### src/rtl/reorder_buffer.sv
// Reorder buffer: in-order retirement of out-of-order results, with operand
// bypass for dispatch and a full flush when a mispredicted branch reaches head.
module reorder_buffer #(
  parameter int unsigned ROB_WIDTH    = 4,
  parameter int unsigned ROB_SIZE     = 16,
  parameter int unsigned EX_ROB_WIDTH = 5,
  parameter int unsigned NON_DEP      = 16,
  parameter int unsigned EX_REG_WIDTH = 6,
  parameter int unsigned NON_REG      = 32
) (
  input  logic                    clk_in,
  input  logic                    rst_in,
  input  logic                    rdy_in,
  input  logic                    DP2ROB_en,
  input  logic [EX_REG_WIDTH-1:0] DP2ROB_rd,
  input  logic                    DP2ROB_is_branch,
  output logic [ROB_WIDTH-1:0]    ROB2DP_index,
  output logic                    ROB2DP_full,
  input  logic [EX_ROB_WIDTH-1:0] DP2ROB_Qj,
  input  logic [EX_ROB_WIDTH-1:0] DP2ROB_Qk,
  output logic                    ROB2DP_Qj_ready,
  output logic                    ROB2DP_Qk_ready,
  output logic [31:0]             ROB2DP_Vj,
  output logic [31:0]             ROB2DP_Vk,
  input  logic                    CDB_en,
  input  logic [ROB_WIDTH-1:0]    CDB_index,
  input  logic [31:0]             CDB_value,
  input  logic                    CDB_mispredict,
  input  logic [31:0]             CDB_next_pc,
  output logic                    ROB2RF_en,
  output logic [ROB_WIDTH-1:0]    ROB2RF_ROB_index,
  output logic [31:0]             ROB2RF_value,
  output logic [EX_REG_WIDTH-1:0] ROB2RF_rd,
  output logic                    ROB2RF_pre_judge,
  output logic                    ROB2IF_flush,
  output logic [31:0]             ROB2IF_pc
);

  localparam int unsigned XLEN      = 32;
  localparam int unsigned CNT_WIDTH = ROB_WIDTH + 1;

  typedef struct packed {
    logic                    valid;
    logic                    ready;
    logic                    is_branch;
    logic                    mispredict;
    logic [EX_REG_WIDTH-1:0] rd;
    logic [XLEN-1:0]         value;
    logic [XLEN-1:0]         next_pc;
  } rob_entry_t;

  localparam rob_entry_t EMPTY_ENTRY = '{valid: 1'b0, ready: 1'b0, is_branch: 1'b0,
                                         mispredict: 1'b0, rd: EX_REG_WIDTH'(NON_REG),
                                         value: '0, next_pc: '0};

  rob_entry_t           rob [ROB_SIZE];
  logic [ROB_WIDTH-1:0] head;
  logic [ROB_WIDTH-1:0] tail;
  logic [CNT_WIDTH-1:0] count;

  rob_entry_t head_entry_c;
  logic       full_c;
  logic       commit_c;
  logic       flush_c;
  logic       dispatch_c;

  // Operand lookup: stored result first, then same-cycle writeback bypass.
  function automatic logic [XLEN:0] query_c(input logic [EX_ROB_WIDTH-1:0] q);
    logic [ROB_WIDTH-1:0] idx;
    idx     = q[ROB_WIDTH-1:0];
    query_c = '0;
    if (q[ROB_WIDTH] || q == EX_ROB_WIDTH'(NON_DEP)) begin
      query_c = '0;
    end else if (rob[idx].ready) begin
      query_c = {1'b1, rob[idx].value};
    end else if (CDB_en && CDB_index == idx) begin
      query_c = {1'b1, CDB_value};
    end
  endfunction

  always_comb begin
    head_entry_c = rob[head];
    full_c       = (count == CNT_WIDTH'(ROB_SIZE));
    commit_c     = head_entry_c.valid && head_entry_c.ready;
    flush_c      = commit_c && head_entry_c.mispredict;
    // New work is refused while the pipeline is being redirected.
    dispatch_c   = DP2ROB_en && !full_c && !flush_c && !ROB2IF_flush;
    {ROB2DP_Qj_ready, ROB2DP_Vj} = query_c(DP2ROB_Qj);
    {ROB2DP_Qk_ready, ROB2DP_Vk} = query_c(DP2ROB_Qk);
  end

  assign ROB2DP_full  = full_c;
  assign ROB2DP_index = tail;

  always_ff @(posedge clk_in or negedge rst_in) begin
    if (!rst_in) begin
      for (int i = 0; i < int'(ROB_SIZE); i++) rob[i] <= EMPTY_ENTRY;
      head             <= '0;
      tail             <= '0;
      count            <= '0;
      ROB2RF_en        <= 1'b0;
      ROB2RF_ROB_index <= '0;
      ROB2RF_value     <= '0;
      ROB2RF_rd        <= '0;
      ROB2RF_pre_judge <= 1'b1;
      ROB2IF_flush     <= 1'b0;
      ROB2IF_pc        <= '0;
    end else if (rdy_in) begin
      ROB2RF_en        <= 1'b0;
      ROB2RF_pre_judge <= 1'b1;
      ROB2IF_flush     <= 1'b0;
      if (flush_c) begin
        // Mispredicted branch at head: discard everything and redirect fetch.
        for (int i = 0; i < int'(ROB_SIZE); i++) rob[i] <= EMPTY_ENTRY;
        head             <= '0;
        tail             <= '0;
        count            <= '0;
        ROB2RF_pre_judge <= 1'b0;
        ROB2IF_flush     <= 1'b1;
        ROB2IF_pc        <= head_entry_c.next_pc;
      end else begin
        if (CDB_en && rob[CDB_index].valid) begin
          rob[CDB_index].ready      <= 1'b1;
          rob[CDB_index].value      <= CDB_value;
          rob[CDB_index].mispredict <= CDB_mispredict;
          rob[CDB_index].next_pc    <= CDB_next_pc;
        end
        if (commit_c) begin
          rob[head].valid  <= 1'b0;
          rob[head].ready  <= 1'b0;
          ROB2RF_en        <= 1'b1;
          ROB2RF_ROB_index <= head;
          ROB2RF_value     <= head_entry_c.value;
          ROB2RF_rd        <= head_entry_c.rd;
          head             <= head + ROB_WIDTH'(1);
        end
        if (dispatch_c) begin
          rob[tail] <= '{valid: 1'b1, ready: 1'b0, is_branch: DP2ROB_is_branch,
                         mispredict: 1'b0, rd: DP2ROB_rd, value: '0, next_pc: '0};
          tail      <= tail + ROB_WIDTH'(1);
        end
        count <= count + CNT_WIDTH'(dispatch_c) - CNT_WIDTH'(commit_c);
      end
    end
  end

endmodule
### config.mk
export PLATFORM = sky130hd
export DESIGN_NAME = reorder_buffer
export DESIGN_NICKNAME = d
export VERILOG_FILES = /design/src/rtl/reorder_buffer.sv
export SDC_FILE = /design/constraint.sdc
export NUM_CORES = 2
export LEC_CHECK = 0
export CORE_MARGIN = 5
export CORE_UTILIZATION = 60
export DETAILED_ROUTE_END_ITERATION = 16
export GPL_TIMING_DRIVEN = 0
export PLACE_DENSITY = 0.89
export SLEW_MARGIN = 25
export SYNTH_ARGS = -nofsm -noshare
export SYNTH_HDL_FRONTEND = slang
export SYNTH_SLANG_ARGS = --single-unit
### constraint.sdc
create_clock -name clk_in -period 5.9 [get_ports clk_in]
set_clock_uncertainty 0.05 [all_clocks]
set_input_delay 1.475 -clock clk_in [delete_from_list [all_inputs] [get_ports clk_in]]
set_output_delay 1.475 -clock clk_in [all_outputs]
set_load 0.02 [all_outputs]
* After elaboration in Yosys (flattened, before gate mapping)
Cells that the tools add are included.
** Word-level totals
- Bits in registers :: 1274
- Bits of input ports :: 91
- Output and inout port bits :: 148
** Cells by class
- $add $sub $neg :: 4
- Order comparisons :: 8
- Equal/unequal tests :: 5
- Multiplexer cells :: 56
- Bitwise gates (word level) :: 6
- Reductions and logical operators :: 22
** Operator list (count)
- $mux W1184 :: 8
- $bwmux W1184 :: 7
- $demux W74 S4 :: 7
- $bmux W74 S4 :: 4
- $mux W74 :: 6
- $mux W73 :: 6
- $mux W33 :: 6
- $mux W71 :: 1
- $mux W64 :: 1
- $mux W32 :: 1
- $ge A5 B5 Y1 const B :: 5
- $not A4 Y5 :: 5
- $mux W4 :: 4
- $eq A5 B5 Y1 const B :: 3
- $lt A5 B1 Y1 const B :: 3
- $logic_and A1 B1 Y1 :: 11
- $add A4 B1 Y4 const B :: 2
- $eq A4 B4 Y1 :: 2
- $reduce_and A2 Y1 :: 3
- $add A5 B1 Y5 :: 1
- $mux W5 :: 1
- $sub A5 B1 Y5 :: 1
- $mux W1 :: 4
- $reduce_bool A2 Y1 :: 2
- 4 further kinds :: 7

* Logic depth before layout (Yosys ltp)
- Word-level depth :: 20
- Gate-level depth with buffers :: 19
- Mapped depth without buffers :: 16

* Worst setup path before layout
No wires, ideal clock.
- Path type :: input port to output port
- From :: input port DP2ROB_Qj[1]
- To :: output port ROB2DP_Vj[12]
- Arrival :: 3.723 ns
- Path slack :: 0.652 ns
- Stages on the path :: 8
- Path through :: clkbuf_1 buf_2 buf_1 clkbuf_1 mux4_2 mux4_2 mux2i_1 nor2_1
** On the way
- Longest elaborated chain between the ends :: 6
** RTL lines
- start, declared :: RTL line 19 : input logic [EX_ROB_WIDTH-1:0] DP2ROB_Qj,
- $not A4 Y5 (not written as such) :: RTL line 74, 75
- $bmux W74 S4 :: RTL line 74, 75
- $mux W73 (not written as such) (2 in a row) :: RTL line 75 : query_c = {1'b1, rob[idx].value};
- $mux W33 :: RTL line 74 : end else if (rob[idx].ready) begin
- $mux W33 * :: RTL line 72 : if (q[ROB_WIDTH] || q == EX_ROB_WIDTH'(NON_DEP)) begin
- end, declared :: RTL line 23 : output logic [31:0] ROB2DP_Vj,
Every way passes the cells marked *; elsewhere a longest branch is shown, timed or not. The select of a mux whose other input is x is not followed.

* Worst setup path after layout
- From :: input port DP2ROB_Qk[0]
- To :: output port ROB2DP_Vk[28]
** On the way
- Longest elaborated chain between the ends :: 6
** RTL lines
- start, declared :: RTL line 20 : input logic [EX_ROB_WIDTH-1:0] DP2ROB_Qk,
- $not A4 Y5 (not written as such) :: RTL line 74, 75
- $bmux W74 S4 :: RTL line 74, 75
- $mux W73 (not written as such) (2 in a row) :: RTL line 75
- $mux W33 :: RTL line 74
- $mux W33 * :: RTL line 72
- end, declared :: RTL line 24 : output logic [31:0] ROB2DP_Vk,
Marked as above.

==> results.cfg <==
[global_routing]
overflow = 0
antenna_found_initial = 30
grt_pass1_vias = 52500
grt_pass1_wl_um = 363000
grt_max_degree = 147
grtUsageTotal_pct = 44.6

[sta]
setup_ws_ps = -181
worst_pin_slew_ps = 1340
setup_viol = 19
period_minus_slack_ps = 6080
fin_crit_sh_pct = 103
drv_slew = 0
relSlewSlack_pct = 10.4
finalSetupTns_ps = -727
hold_violations = 0
clock.fmax_mhz = 164

[yosys]
ys_ff_latch = 1258
yosysSeqAreaShare_pct = 49.3
synth_fp_nets = 4400
synth_mux_area_share_pct = 26.7
synth.avg_cell_area_sq_um = 14.9
syn_area_sq_um = 63900
synthXorXnorAreaFrac_pct = 0.164
synth-compound-area-share_pct = 17.0
yosysTopAreaCellShare_pct = 48.6
synth_fa_ha_area_share_pct = 0.305
yosys.area.top_type = dfrtp_1
ys_async_sr_fraction_pct = 100
synthTopCellsByArea = dfrtp_1, mux4_2, a22o_1
yosysUniqueCellTypes = 63
synthSimpleGateAreaFrac_pct = 2.00
synth_ff_type = dfrtp_1
synth_warnings = 0
synthCells = 4294
synth_top_family_by_area = multiplexers
synth_edf_count = 0

[placement]
dp.cells = 5861
post-place-ws_ps = -1560
place_congestion = 1.06
hpwl_um = 164000
dpl-instance-area_sq_um = 67800
portBuffers = 162

[finish]
nets = 4710
stdcell_count = 6119
drive_gt1_share_pct = 29.4
syn_to_final_growth_pct = 14.1
finish.instance_area_sq_um = 72900

[floorplan]
start_util_pct = 60.5
core_sq_um = 106000
die_area_sq_um = 113000
dieHeight_um = 336
num_rows = 119
die_w_um = 336
io_pins = 239

[setup_path]
required_ps = 4380
endpoint_kind = output pin
critPathLaunchType = primary input
worstPathArrival_ps = 4560
crit_family = multiplexers
crit_top_cell = mux4_2
path_buf_inv = 3
slowest_delay_ps = 750
crit_chain = clkbuf_4, mux4_2, mux4_2, buf_4, mux2i_1, nor2_1, clkdlybuf4s50_1
r2r.worst_path.cells = 19
worst-path-stages = 7
cp_max_fo = 7
cp_slowest_cell = clkdlybuf4s50_1
worstSetupPathType = primary input to output pin

[power]
power.switching_mw = 11.3
p_comb_share_pct = 33.5
power.share.sequential_pct = 39.4
netSwitchingFraction_pct = 34.9
power_density_nw_per_um2 = 443
power_mw = 32.3
ir_drop_uv = 323
leakagePower_nw = 31.6
intPower_mw = 21.0
power_frac_clock_pct = 27.1

[cts]
cts_buffers = 133
htreeDepth = 4
cts_buffer_depth = 3
path_clk_slew_ps = 60
insertion_delay_ps = 810
cts_hold_repair.buffers = 0
clock-root-buffer = clkbuf_16
cts.sinks = 1258
cts_tree = built

[route]
via_per_inst = 8.52
vias = 52100
drtAntennaViolNets = 0
drt_wl_total_um = 252000
drc_errors = 0
drtPass1Iterations = 12
drt_iter0_drc = 10800
wire_per_inst_um = 41.3

[flow_run]
maxCapViolations = 0

[run_status]
violations = negative setup slack
status = finished, violations left

[min_path]
worstHoldPathType = flop to flop
worstHoldPathCells = 2
[worst min-delay path: cells and delay by family, from the launching register on]
kind,cells,cell delay (ps)
AO/OA/AOI/OAI,1,50
buffers and inverters,1,50
flip-flops,1,370
[cell usage in the layout (no fill, tap or decap), types with 37 or more instances in the layout]
cell             synthesis  final
nand2_1                 76     76
a21oi_1                 59     59
o21ai_0                 37     37
o2bb2ai_1               80     80
dfrtp_1               1241   1241
clkbuf_16                0    138
buf_4                   47     60
clkbuf_8                 0     48
mux2_2                  72     72
buf_2                  132    157
a22o_1                1043   1043
clkbuf_1               233    192
clkdlybuf4s50_1          0    158
mux4_2                 689    689
nor2_1                  94     91
buf_6                   29     47
buf_1                  146     80
mux2i_1                 76     63
[metrics by stage]
step                      hold slack (ps)  util (%)
final                                 420      69.1
after global routing                  426      69.0
after CTS                             415      68.8
after detailed placement              406      64.2
after global placement                399      63.7
after floorplan                       387         -
[final timing paths]
path,startpoint,end,slack [ps]
min in group asynchronous,rst_in,ROB2RF_value[3]$_DFFE_PN0P_,520
min reg2reg,rob[1105]$_DFFE_PN1P_,rob[1105]$_DFFE_PN1P_,420
max,DP2ROB_Qk[0],ROB2DP_Vk[28],-180
max in group asynchronous,rst_in,rob[308]$_DFFE_PN0P_,3100
min,rob[1105]$_DFFE_PN1P_,rob[1105]$_DFFE_PN1P_,420
max reg2reg,head[1]$_DFFE_PN0P_,count[4]$_DFFE_PN0P_,770
[routing by layer]
| metal | vias to the layer above | share of wire, % | track usage, % | wire length, um |
|---|---|---|---|---|
| met3 | 2035 | 18 | 26.7 | 46000 |
| met2 | 6063 | 41 | 61.0 | 104000 |
| met4 | 30 | 11 | 33.9 | 27000 |
| li1 | 18000 | - | - | - |
| met5 | - | 0.26 | 5.30 | 659 |
| met1 | 26000 | 30 | 50.5 | 74900 |
[Yosys cell counts (8+ instances only)]
master     number
nand3_1        19
o2bb2ai_1      80
mux4_2        689
dfrtp_1      1241
o21ai_0        37
clkbuf_1      233
buf_4          47
buf_6          29
buf_1         146
buf_2         132
nor2_1         94
mux2i_1        76
a32oi_1        12
a22o_1       1043
o31ai_1        11
mux2_2         72
xor2_1          8
dfstp_2        17
ha_1           14
a21oi_1        59
nor3_1         17
and2_1         18
inv_1          26
nand2_1        76
[layout make-up]
class | count | area, sq um
antenna | 24 | 60.1
inverter | 29 | 109
buffer | 583 | 3360
clock inverter | 46 | 517
sequential | 1258 | 31500
multi-input combinational | 2420 | 29700
clock buffer | 189 | 3930
tap | 1391 | 1740
fill | 6559 | 32600
timing repair buffer | 179 | 2040
[power by group through the flow]
stage,sequential (mW),combinational (mW),clock [mW]
after floorplan,12.1,6.69,0
after global placement,12.5,9.71,0
after detailed placement,12.6,10.1,0
after CTS,12.5,10.3,8.64
after global routing,12.8,11.0,9.02
final,12.7,10.8,8.76
[sequential cells by signal, summed over array words and instances (netlist names), 4 cells and up]
register / count
ROB2RF_rd: 6
ROB2RF_ROB_index: 4
ROB2IF_pc: 32
ROB2DP_index: 4
head: 4
ROB2RF_value: 32
count: 5
rob: 1168
[logic make-up after synthesis]
family / count (synthesis)
XOR/XNOR: 12
flip-flops: 1258
multiplexers: 837
buffers and inverters: 616
AO/OA/AOI/OAI: 1285
AND/OR/NAND/NOR: 271
adder cells (fa/ha/maj): 15
[repair_timing]
item	in CTS	in global routing
setup endpoints to repair	66	66
hold endpoints to repair	0	0
gates resized for setup	154	47
setup buffers	1	2
(Power assumes the default switching activity.)
